<file path="src/rtl/lsu_pkg.sv">
// rtl/lsu_pkg.sv - shared constants, state type and helpers for lsu_ctrl
package lsu_pkg;

  localparam int unsigned MEM_BYTES_DEF  = 16384;
  localparam int unsigned ADDR_LIMIT_DEF = MEM_BYTES_DEF - 4;

  localparam logic [2:0] F3_B  = 3'b000;
  localparam logic [2:0] F3_H  = 3'b001;
  localparam logic [2:0] F3_W  = 3'b010;
  localparam logic [2:0] F3_BU = 3'b100;
  localparam logic [2:0] F3_HU = 3'b101;

  typedef enum logic [2:0] {S_IDLE, S_READ, S_MERGE, S_WRITE, S_RESP} state_t;

  function automatic logic f3_legal(input logic store, input logic [2:0] f3);
    if (store) return (f3 == F3_B) || (f3 == F3_H) || (f3 == F3_W);
    return (f3 == F3_B) || (f3 == F3_H) || (f3 == F3_W) || (f3 == F3_BU) || (f3 == F3_HU);
  endfunction

  // Narrow stores keep the untouched upper bytes of the current memory word.
  function automatic logic [31:0] merge_store(input logic [2:0] f3, input logic [31:0] rd,
                                              input logic [31:0] wd);
    case (f3)
      F3_B:    return {rd[31:8], wd[7:0]};
      F3_H:    return {rd[31:16], wd[15:0]};
      default: return wd;
    endcase
  endfunction

endpackage

</file>
<file path="src/rtl/lsu_ctrl_if.sv">
// rtl/lsu_ctrl_if.sv - request, response and data-memory bundle for lsu_ctrl
interface lsu_ctrl_if;
  logic        req_valid;
  logic        req_ready;
  logic        req_store;
  logic [2:0]  req_funct3;
  logic [31:0] req_addr;
  logic [31:0] req_wdata;
  logic        rsp_valid;
  logic        rsp_ready;
  logic [31:0] rsp_rdata;
  logic        rsp_fault;
  logic [31:0] dmem_addr;
  logic [31:0] dmem_wdata;
  logic        dmem_write;
  logic [31:0] dmem_rdata;

  modport slave (
    input  req_valid, req_store, req_funct3, req_addr, req_wdata, rsp_ready, dmem_rdata,
    output req_ready, rsp_valid, rsp_rdata, rsp_fault, dmem_addr, dmem_wdata, dmem_write
  );

  modport master (
    output req_valid, req_store, req_funct3, req_addr, req_wdata, rsp_ready, dmem_rdata,
    input  req_ready, rsp_valid, rsp_rdata, rsp_fault, dmem_addr, dmem_wdata, dmem_write
  );
endinterface

</file>
<file path="src/rtl/lsu_extend.sv">
// rtl/lsu_extend.sv - load size selection with sign/zero extension
module lsu_extend
  import lsu_pkg::*;
(
  input  logic [2:0]  i_funct3,
  input  logic [31:0] i_word,
  output logic [31:0] o_data
);

  always_comb begin
    o_data = i_word;
    case (i_funct3)
      F3_B:    o_data = {{24{i_word[7]}}, i_word[7:0]};
      F3_H:    o_data = {{16{i_word[15]}}, i_word[15:0]};
      F3_BU:   o_data = {24'd0, i_word[7:0]};
      F3_HU:   o_data = {16'd0, i_word[15:0]};
      default: o_data = i_word;
    endcase
  end

endmodule

</file>
<file path="src/rtl/lsu_ctrl.sv">
// rtl/lsu_ctrl.sv - single-outstanding load/store controller with read-modify-write for SB/SH
module lsu_ctrl
  import lsu_pkg::*;
#(
  parameter int unsigned MEM_BYTES  = MEM_BYTES_DEF,
  parameter int unsigned ADDR_LIMIT = MEM_BYTES - 4
) (
  input  logic        clk,
  input  logic        rst,
  lsu_ctrl_if.slave   bus
);

  state_t      r_state;
  logic        r_store;
  logic [2:0]  r_funct3;
  logic [31:0] r_wdata;
  logic        r_rd_wait;
  logic        r_req_ready;
  logic        r_rsp_valid;
  logic        r_rsp_fault;
  logic [31:0] r_rsp_rdata;
  logic        r_dmem_write;
  logic [31:0] r_dmem_addr;
  logic [31:0] r_dmem_wdata;

  logic        w_accept;
  logic        w_fault;
  logic [31:0] w_load_data;
  logic [31:0] w_merged;

  assign w_accept = bus.req_valid & r_req_ready;
  assign w_fault  = !f3_legal(bus.req_store, bus.req_funct3) || (bus.req_addr > ADDR_LIMIT);
  assign w_merged = merge_store(r_funct3, bus.dmem_rdata, r_wdata);

  lsu_extend u_extend (
    .i_funct3 (r_funct3),
    .i_word   (bus.dmem_rdata),
    .o_data   (w_load_data)
  );

  always_ff @(posedge clk) begin
    if (rst) begin
      r_state      <= S_IDLE;
      r_store      <= 1'b0;
      r_funct3     <= 3'd0;
      r_wdata      <= 32'd0;
      r_rd_wait    <= 1'b0;
      r_req_ready  <= 1'b1;
      r_rsp_valid  <= 1'b0;
      r_rsp_fault  <= 1'b0;
      r_rsp_rdata  <= 32'd0;
      r_dmem_write <= 1'b0;
      r_dmem_addr  <= 32'd0;
      r_dmem_wdata <= 32'd0;
    end else begin
      case (r_state)
        S_IDLE: begin
          if (w_accept) begin
            r_store     <= bus.req_store;
            r_funct3    <= bus.req_funct3;
            r_wdata     <= bus.req_wdata;
            r_req_ready <= 1'b0;
            r_rsp_rdata <= 32'd0;
            r_rsp_fault <= w_fault;
            r_rd_wait   <= 1'b0;
            if (w_fault) begin
              r_rsp_valid <= 1'b1;
              r_state     <= S_RESP;
            end else begin
              r_dmem_addr <= bus.req_addr;
              if (bus.req_store && bus.req_funct3 == F3_W) begin
                r_dmem_wdata <= bus.req_wdata;
                r_dmem_write <= 1'b1;
                r_state      <= S_WRITE;
              end else begin
                r_state <= S_READ;
              end
            end
          end
        end
        // Loads spend a second cycle here: the memory output is registered.
        S_READ: begin
          if (r_store) begin
            r_state <= S_MERGE;
          end else if (!r_rd_wait) begin
            r_rd_wait <= 1'b1;
          end else begin
            r_rsp_rdata <= w_load_data;
            r_rsp_valid <= 1'b1;
            r_state     <= S_RESP;
          end
        end
        S_MERGE: begin
          r_dmem_wdata <= w_merged;
          r_dmem_write <= 1'b1;
          r_state      <= S_WRITE;
        end
        S_WRITE: begin
          r_dmem_write <= 1'b0;
          r_rsp_valid  <= 1'b1;
          r_state      <= S_RESP;
        end
        S_RESP: begin
          if (bus.rsp_ready) begin
            r_rsp_valid <= 1'b0;
            r_req_ready <= 1'b1;
            r_state     <= S_IDLE;
          end
        end
        default: r_state <= S_IDLE;
      endcase
    end
  end

  assign bus.req_ready  = r_req_ready;
  assign bus.rsp_valid  = r_rsp_valid;
  assign bus.rsp_fault  = r_rsp_fault;
  assign bus.rsp_rdata  = r_rsp_rdata;
  assign bus.dmem_addr  = r_dmem_addr;
  assign bus.dmem_wdata = r_dmem_wdata;
  // Suppress the write strobe on the edge a reset lands on.
  assign bus.dmem_write = r_dmem_write & ~rst;

endmodule

</file>
<file path="src/flat_wrapper.sv">
// flat-port wrapper written by rule: the top's interface ports become plain ports
module lsu_ctrl_flat import lsu_pkg::*;
#(
  parameter int unsigned MEM_BYTES  = MEM_BYTES_DEF,
  parameter int unsigned ADDR_LIMIT = MEM_BYTES - 4
)
  (clk, rst, bus_req_valid, bus_req_store, bus_req_funct3, bus_req_addr, bus_req_wdata, bus_rsp_ready, bus_dmem_rdata, bus_req_ready, bus_rsp_valid, bus_rsp_rdata, bus_rsp_fault, bus_dmem_addr, bus_dmem_wdata, bus_dmem_write);
  lsu_ctrl_if bus_i ();
  input  logic clk;
  input  logic rst;
  input wire logic [$bits(bus_i.req_valid)-1:0] bus_req_valid;
  input wire logic [$bits(bus_i.req_store)-1:0] bus_req_store;
  input wire logic [$bits(bus_i.req_funct3)-1:0] bus_req_funct3;
  input wire logic [$bits(bus_i.req_addr)-1:0] bus_req_addr;
  input wire logic [$bits(bus_i.req_wdata)-1:0] bus_req_wdata;
  input wire logic [$bits(bus_i.rsp_ready)-1:0] bus_rsp_ready;
  input wire logic [$bits(bus_i.dmem_rdata)-1:0] bus_dmem_rdata;
  output wire logic [$bits(bus_i.req_ready)-1:0] bus_req_ready;
  output wire logic [$bits(bus_i.rsp_valid)-1:0] bus_rsp_valid;
  output wire logic [$bits(bus_i.rsp_rdata)-1:0] bus_rsp_rdata;
  output wire logic [$bits(bus_i.rsp_fault)-1:0] bus_rsp_fault;
  output wire logic [$bits(bus_i.dmem_addr)-1:0] bus_dmem_addr;
  output wire logic [$bits(bus_i.dmem_wdata)-1:0] bus_dmem_wdata;
  output wire logic [$bits(bus_i.dmem_write)-1:0] bus_dmem_write;
  assign bus_i.req_valid = bus_req_valid;
  assign bus_i.req_store = bus_req_store;
  assign bus_i.req_funct3 = bus_req_funct3;
  assign bus_i.req_addr = bus_req_addr;
  assign bus_i.req_wdata = bus_req_wdata;
  assign bus_i.rsp_ready = bus_rsp_ready;
  assign bus_i.dmem_rdata = bus_dmem_rdata;
  assign bus_req_ready = bus_i.req_ready;
  assign bus_rsp_valid = bus_i.rsp_valid;
  assign bus_rsp_rdata = bus_i.rsp_rdata;
  assign bus_rsp_fault = bus_i.rsp_fault;
  assign bus_dmem_addr = bus_i.dmem_addr;
  assign bus_dmem_wdata = bus_i.dmem_wdata;
  assign bus_dmem_write = bus_i.dmem_write;
  lsu_ctrl #(.MEM_BYTES(MEM_BYTES), .ADDR_LIMIT(ADDR_LIMIT)) u_core (.clk(clk), .rst(rst), .bus(bus_i));
endmodule
</file>
<file path="config.mk">
export PLATFORM = sky130hd
export DESIGN_NAME = lsu_ctrl_flat
export DESIGN_NICKNAME = d
export VERILOG_FILES = /design/src/rtl/lsu_pkg.sv /design/src/rtl/lsu_ctrl_if.sv /design/src/rtl/lsu_extend.sv /design/src/rtl/lsu_ctrl.sv /design/src/flat_wrapper.sv
export SDC_FILE = /design/constraint.sdc
export NUM_CORES = 1
export LEC_CHECK = 0
export BUFFER_PORTS_ARGS = -buffer_cell sky130_fd_sc_hd__clkbuf_2
export CORE_AREA = 2 2 90 156
export CTS_CLUSTER_DIAMETER = 30
export CTS_CLUSTER_SIZE = 16
export DETAILED_ROUTE_END_ITERATION = 10
export DIE_AREA = 0 0 92 158
export GPL_TIMING_DRIVEN = 0
export HOLD_SLACK_MARGIN = 0.15
export PLACE_DENSITY = 0.75
export SLEW_MARGIN = 5
export SYNTH_ARGS = -nofsm -noshare
export SYNTH_HDL_FRONTEND = slang
export SYNTH_SLANG_ARGS = --single-unit
</file>
<file path="constraint.sdc">
create_clock -name clk -period 1.9 [get_ports clk]
set_input_delay 0 -clock clk [delete_from_list [all_inputs] [get_ports clk]]
set_output_delay 0 -clock clk [all_outputs]
set_load 0.01 [all_outputs]
</file>
==> impl_metrics.toml <==
[clock_network]
cts_buffers = 17
path_clk_slew_ps = 60
htree_levels = 4
clkLatencyLatePin_ps = 420
cts_sinks = 140
cts_max_path_buffers = 2
cts_tree = "built"
cts-root-buf = "clkbuf_16"

[critical_path]
crit_type = "flop to flop"
crit_chain = "nor2_1, and2_1, a21oi_2, buf_4, mux2_2"
crit_family = "flip-flops"
reg2regPathDepth = 5
r2r-end = "u_core.bus.dmem_wdata[4]"
critPathMaxFanout = 10
critPathCaptureType = "flop"
rrSetupSlack_ps = -10
cp_slowest_cell = "dfxtp_1"
start_kind = "flop"
cp_slowest_stage_delay_ps = 420
critPathBufInv = 1
worstPathRequired_ps = 2210
critPathArrivalTime_ps = 2220
r2r-start = "u_core.r_state[2]"

[detailed_routing]
drc = 0
wl_met1_mm = 7.04
antenna_left = 0
wl_mm = 19.4
wl_per_cell_um = 16.5
dr.pass1.iters = 5
initialDrtViolationCount = 331
route.met3.wl_mm = 1.14
num_vias = 6144
highest_layer = "met4"
routed-wl-met2_mm = 10.5
viasPerCell = 5.22

[timing]
finalCritPeriodShare_pct = 101
fmax_mhz = 524
worstMarginPinSlew_ps = 741
timing.hold.ws_ps = 159
slew_headroom_pct = 50.6
grt_setup_unrepaired = "true"
fin_skew_ps = 7.76
final_max_slew_viol_count = 0
hold_viol_final = 0
setup_slack_ps = -9.52
fin_crit_ps = 1910
setup_violations = 1

[grt]
grt_overflow = 0
antenna_found_initial = 0
grt_pass1_vias = 6158
grt_pass1_wl_mm = 30.2
track_usage_pct = 26.6
grt_max_degree = 17

[logic_synthesis]
async_flop_share_pct = 0
synth_cells = 683
yosysUniqueCellTypes = 41
synth-edff-count = 0
synthAdderAreaFrac_pct = 0
synthFlopType = "dfxtp_1"
synth_area_mm2 = 0.00583
synth_seq_area_share_pct = 48.1
synth_warnings = 0
synth-simple-area-share_pct = 22.0
synth_compound_area_share_pct = 16.5
synth_top_family_by_area = "simple AND/OR/NAND/NOR gates"
avgSynthCellArea_um2 = 8.53
synth-xor-area-share_pct = 0
synth_seq_cells = 140
syn_nets = 787
synthMuxAreaShare_pct = 9.62

[final_layout]
syn_to_final_growth_pct = 47.3
diodes = 0
fin_nets = 1095
post_route_cells_drive_above_1_share_pct = 28.2

[floorplanning]
start_util_pct = 43.8
fp.dieArea_mm2 = 0.0145
die_h_um = 158
fp-row-count = 56
die_w_um = 92
core_mm2 = 0.0133
io_pins = 204

[power_and_ir_drop]
p_leak_nw = 3.85
ir_drop_v = 0.000634
p_per_area_mw_per_mm2 = 844

[min_path]
worstHoldPathType = "primary input to flop"
hold_end = "u_core.bus.rsp_valid"
min_path_cells = 6
holdCritStartpoint = "bus_req_addr[19]"

[placed_design]
port_buffers = 202
gp_congestion = 0.940
dp_hpwl_mm = 13.5
pre_cts_slack_ps = -315

[outcome]
violations = "setup timing"
status = "finished, violations left"

[run]
maxCapViolCount = 0
-- through the flow --
stage | instances | utilization, % | area [um^2] | power [mW] | TNS, ps
after CTS | 1179 | 64.3 | 8560 | 7.27 | 0
after floorplan | 683 | - | 5830 | 3.44 | 0
after detailed placement | 1059 | 53.0 | 7060 | 3.72 | -18160
final | 1178 | 64.5 | 8580 | 7.24 | -9.52
after global routing | 1178 | 64.5 | 8580 | 7.49 | -1190
after global placement | 1059 | 53.0 | 7060 | 3.71 | -16080
-- cells in the final DEF, fill, tap and decap left out, types with 2 or more instances in the layout --
cell	count
o21ai_0	44
dfxtp_1	140
buf_4	8
mux2_2	8
nand2b_1	24
mux2i_1	47
clkbuf_16	17
a22oi_1	8
inv_6	5
clkinvlp_4	2
dlygate4sd3_1	85
nor3_2	2
a211o_1	8
nor2b_2	2
nor2_1	55
buf_2	4
and2_1	20
nor3_1	5
buf_1	4
clkbuf_2	215
nand4_1	4
a21oi_1	69
nand2_1	134
a221oi_1	3
bufinv_16	2
nor4_1	7
inv_8	4
o31a_1	2
inv_1	2
a311o_1	16
clkbuf_4	2
nor2b_1	13
clkbuf_1	22
-- area by class of cell --
class | instances | area [um^2]
flip-flops and latches | 140 | 2800
well taps | 174 | 218
plain buffers | 50 | 239
clock buffers | 17 | 425
fillers | 1131 | 4730
multi-input cells | 489 | 2820
clock inverters | 15 | 178
repair buffers | 291 | 1890
inverters | 2 | 7.51
-- report_power, final --
group          total, mW  leakage (nW)  switching [mW]  internal [mW]
Clock               3.42         0.293            1.43           1.99
Combinational      0.790          2.42           0.434          0.356
Sequential          3.03          1.13          0.0363           3.00
Total               7.24          3.85            1.90           5.34
-- worst max path at each step --
stage,start,end,slack [ps],cells past startpoint
global route,u_core.r_state[2],u_core.bus.dmem_wdata[4],-110,5
finish,u_core.r_state[2],u_core.bus.dmem_wdata[4],-10,5
global placement,u_core.r_state[2],u_core.bus.dmem_addr[24],-290,6
detailed placement,u_core.r_state[0],u_core.bus.rsp_rdata[22],-310,7
floorplan,u_core.r_state[2],u_core.bus.dmem_addr[13],50,6
CTS,u_core.r_state[2],u_core.r_wdata[3],10,6
-- cells in the mapped netlist, types with 2 or more instances --
master	instances	area, um^2
buf_4	3	22.5
a21oi_1	69	345
buf_1	4	15.0
dfxtp_1	140	2800
nor4_1	7	43.8
mux2i_1	47	470
a22oi_1	8	60.1
o31a_1	2	17.5
and2_1	21	131
nand2b_1	24	150
a221oi_1	3	26.3
nand2_1	134	503
a211o_1	8	70.1
mux2_2	8	90.1
nor2b_1	15	93.8
nor3_1	5	25.0
clkbuf_1	42	158
o21ai_0	44	220
nand4_1	4	25.0
a311o_1	16	160
buf_2	2	10.0
inv_1	2	7.51
nor3_2	2	20.0
nor2_1	56	210
-- cell families after synthesis --
kind of cell	count (synthesis)
AOI/OAI and AO/OA	158
buffers and inverters	54
DFF	140
muxes	55
and+or+nand+nor	276
-- tightest hold or removal path, delay by kind of cell --
kind / cells / cell delay, ps
simple gates: 4 / 360
compound gates: 1 / 110
buf+inv: 1 / 80
-- flip-flops by register name, indices dropped and copies added (netlist names) --
name                   cells
u_core.bus.dmem_addr      32
u_core.bus.dmem_wdata     32
u_core.bus.rsp_rdata      32
u_core.r_wdata            32
u_core.r_funct3            3
u_core.r_state             3
u_core.bus.req_ready       1
u_core.bus.rsp_fault       1
u_core.bus.rsp_valid       1
u_core.r_dmem_write        1
u_core.r_rd_wait           1
u_core.r_store             1
-- metal layers --
metal,track usage (%),vias to the layer above
li1,-,2961
met1,27.2,2858
met2,50.4,270
met3,5.57,55
met4,13.6,0
met5,0,-
-- what timing repair did --
item | in CTS | in global routing
pin swaps | 2 | 0
hold endpoints to repair | 119 | 0
endpoints found under the setup margin | 125 | 86
gates resized for setup | 15 | 31
hold buffers | 85 | 0
buffers inserted | 4 | 0
Power figures use the tool's default switching activity.
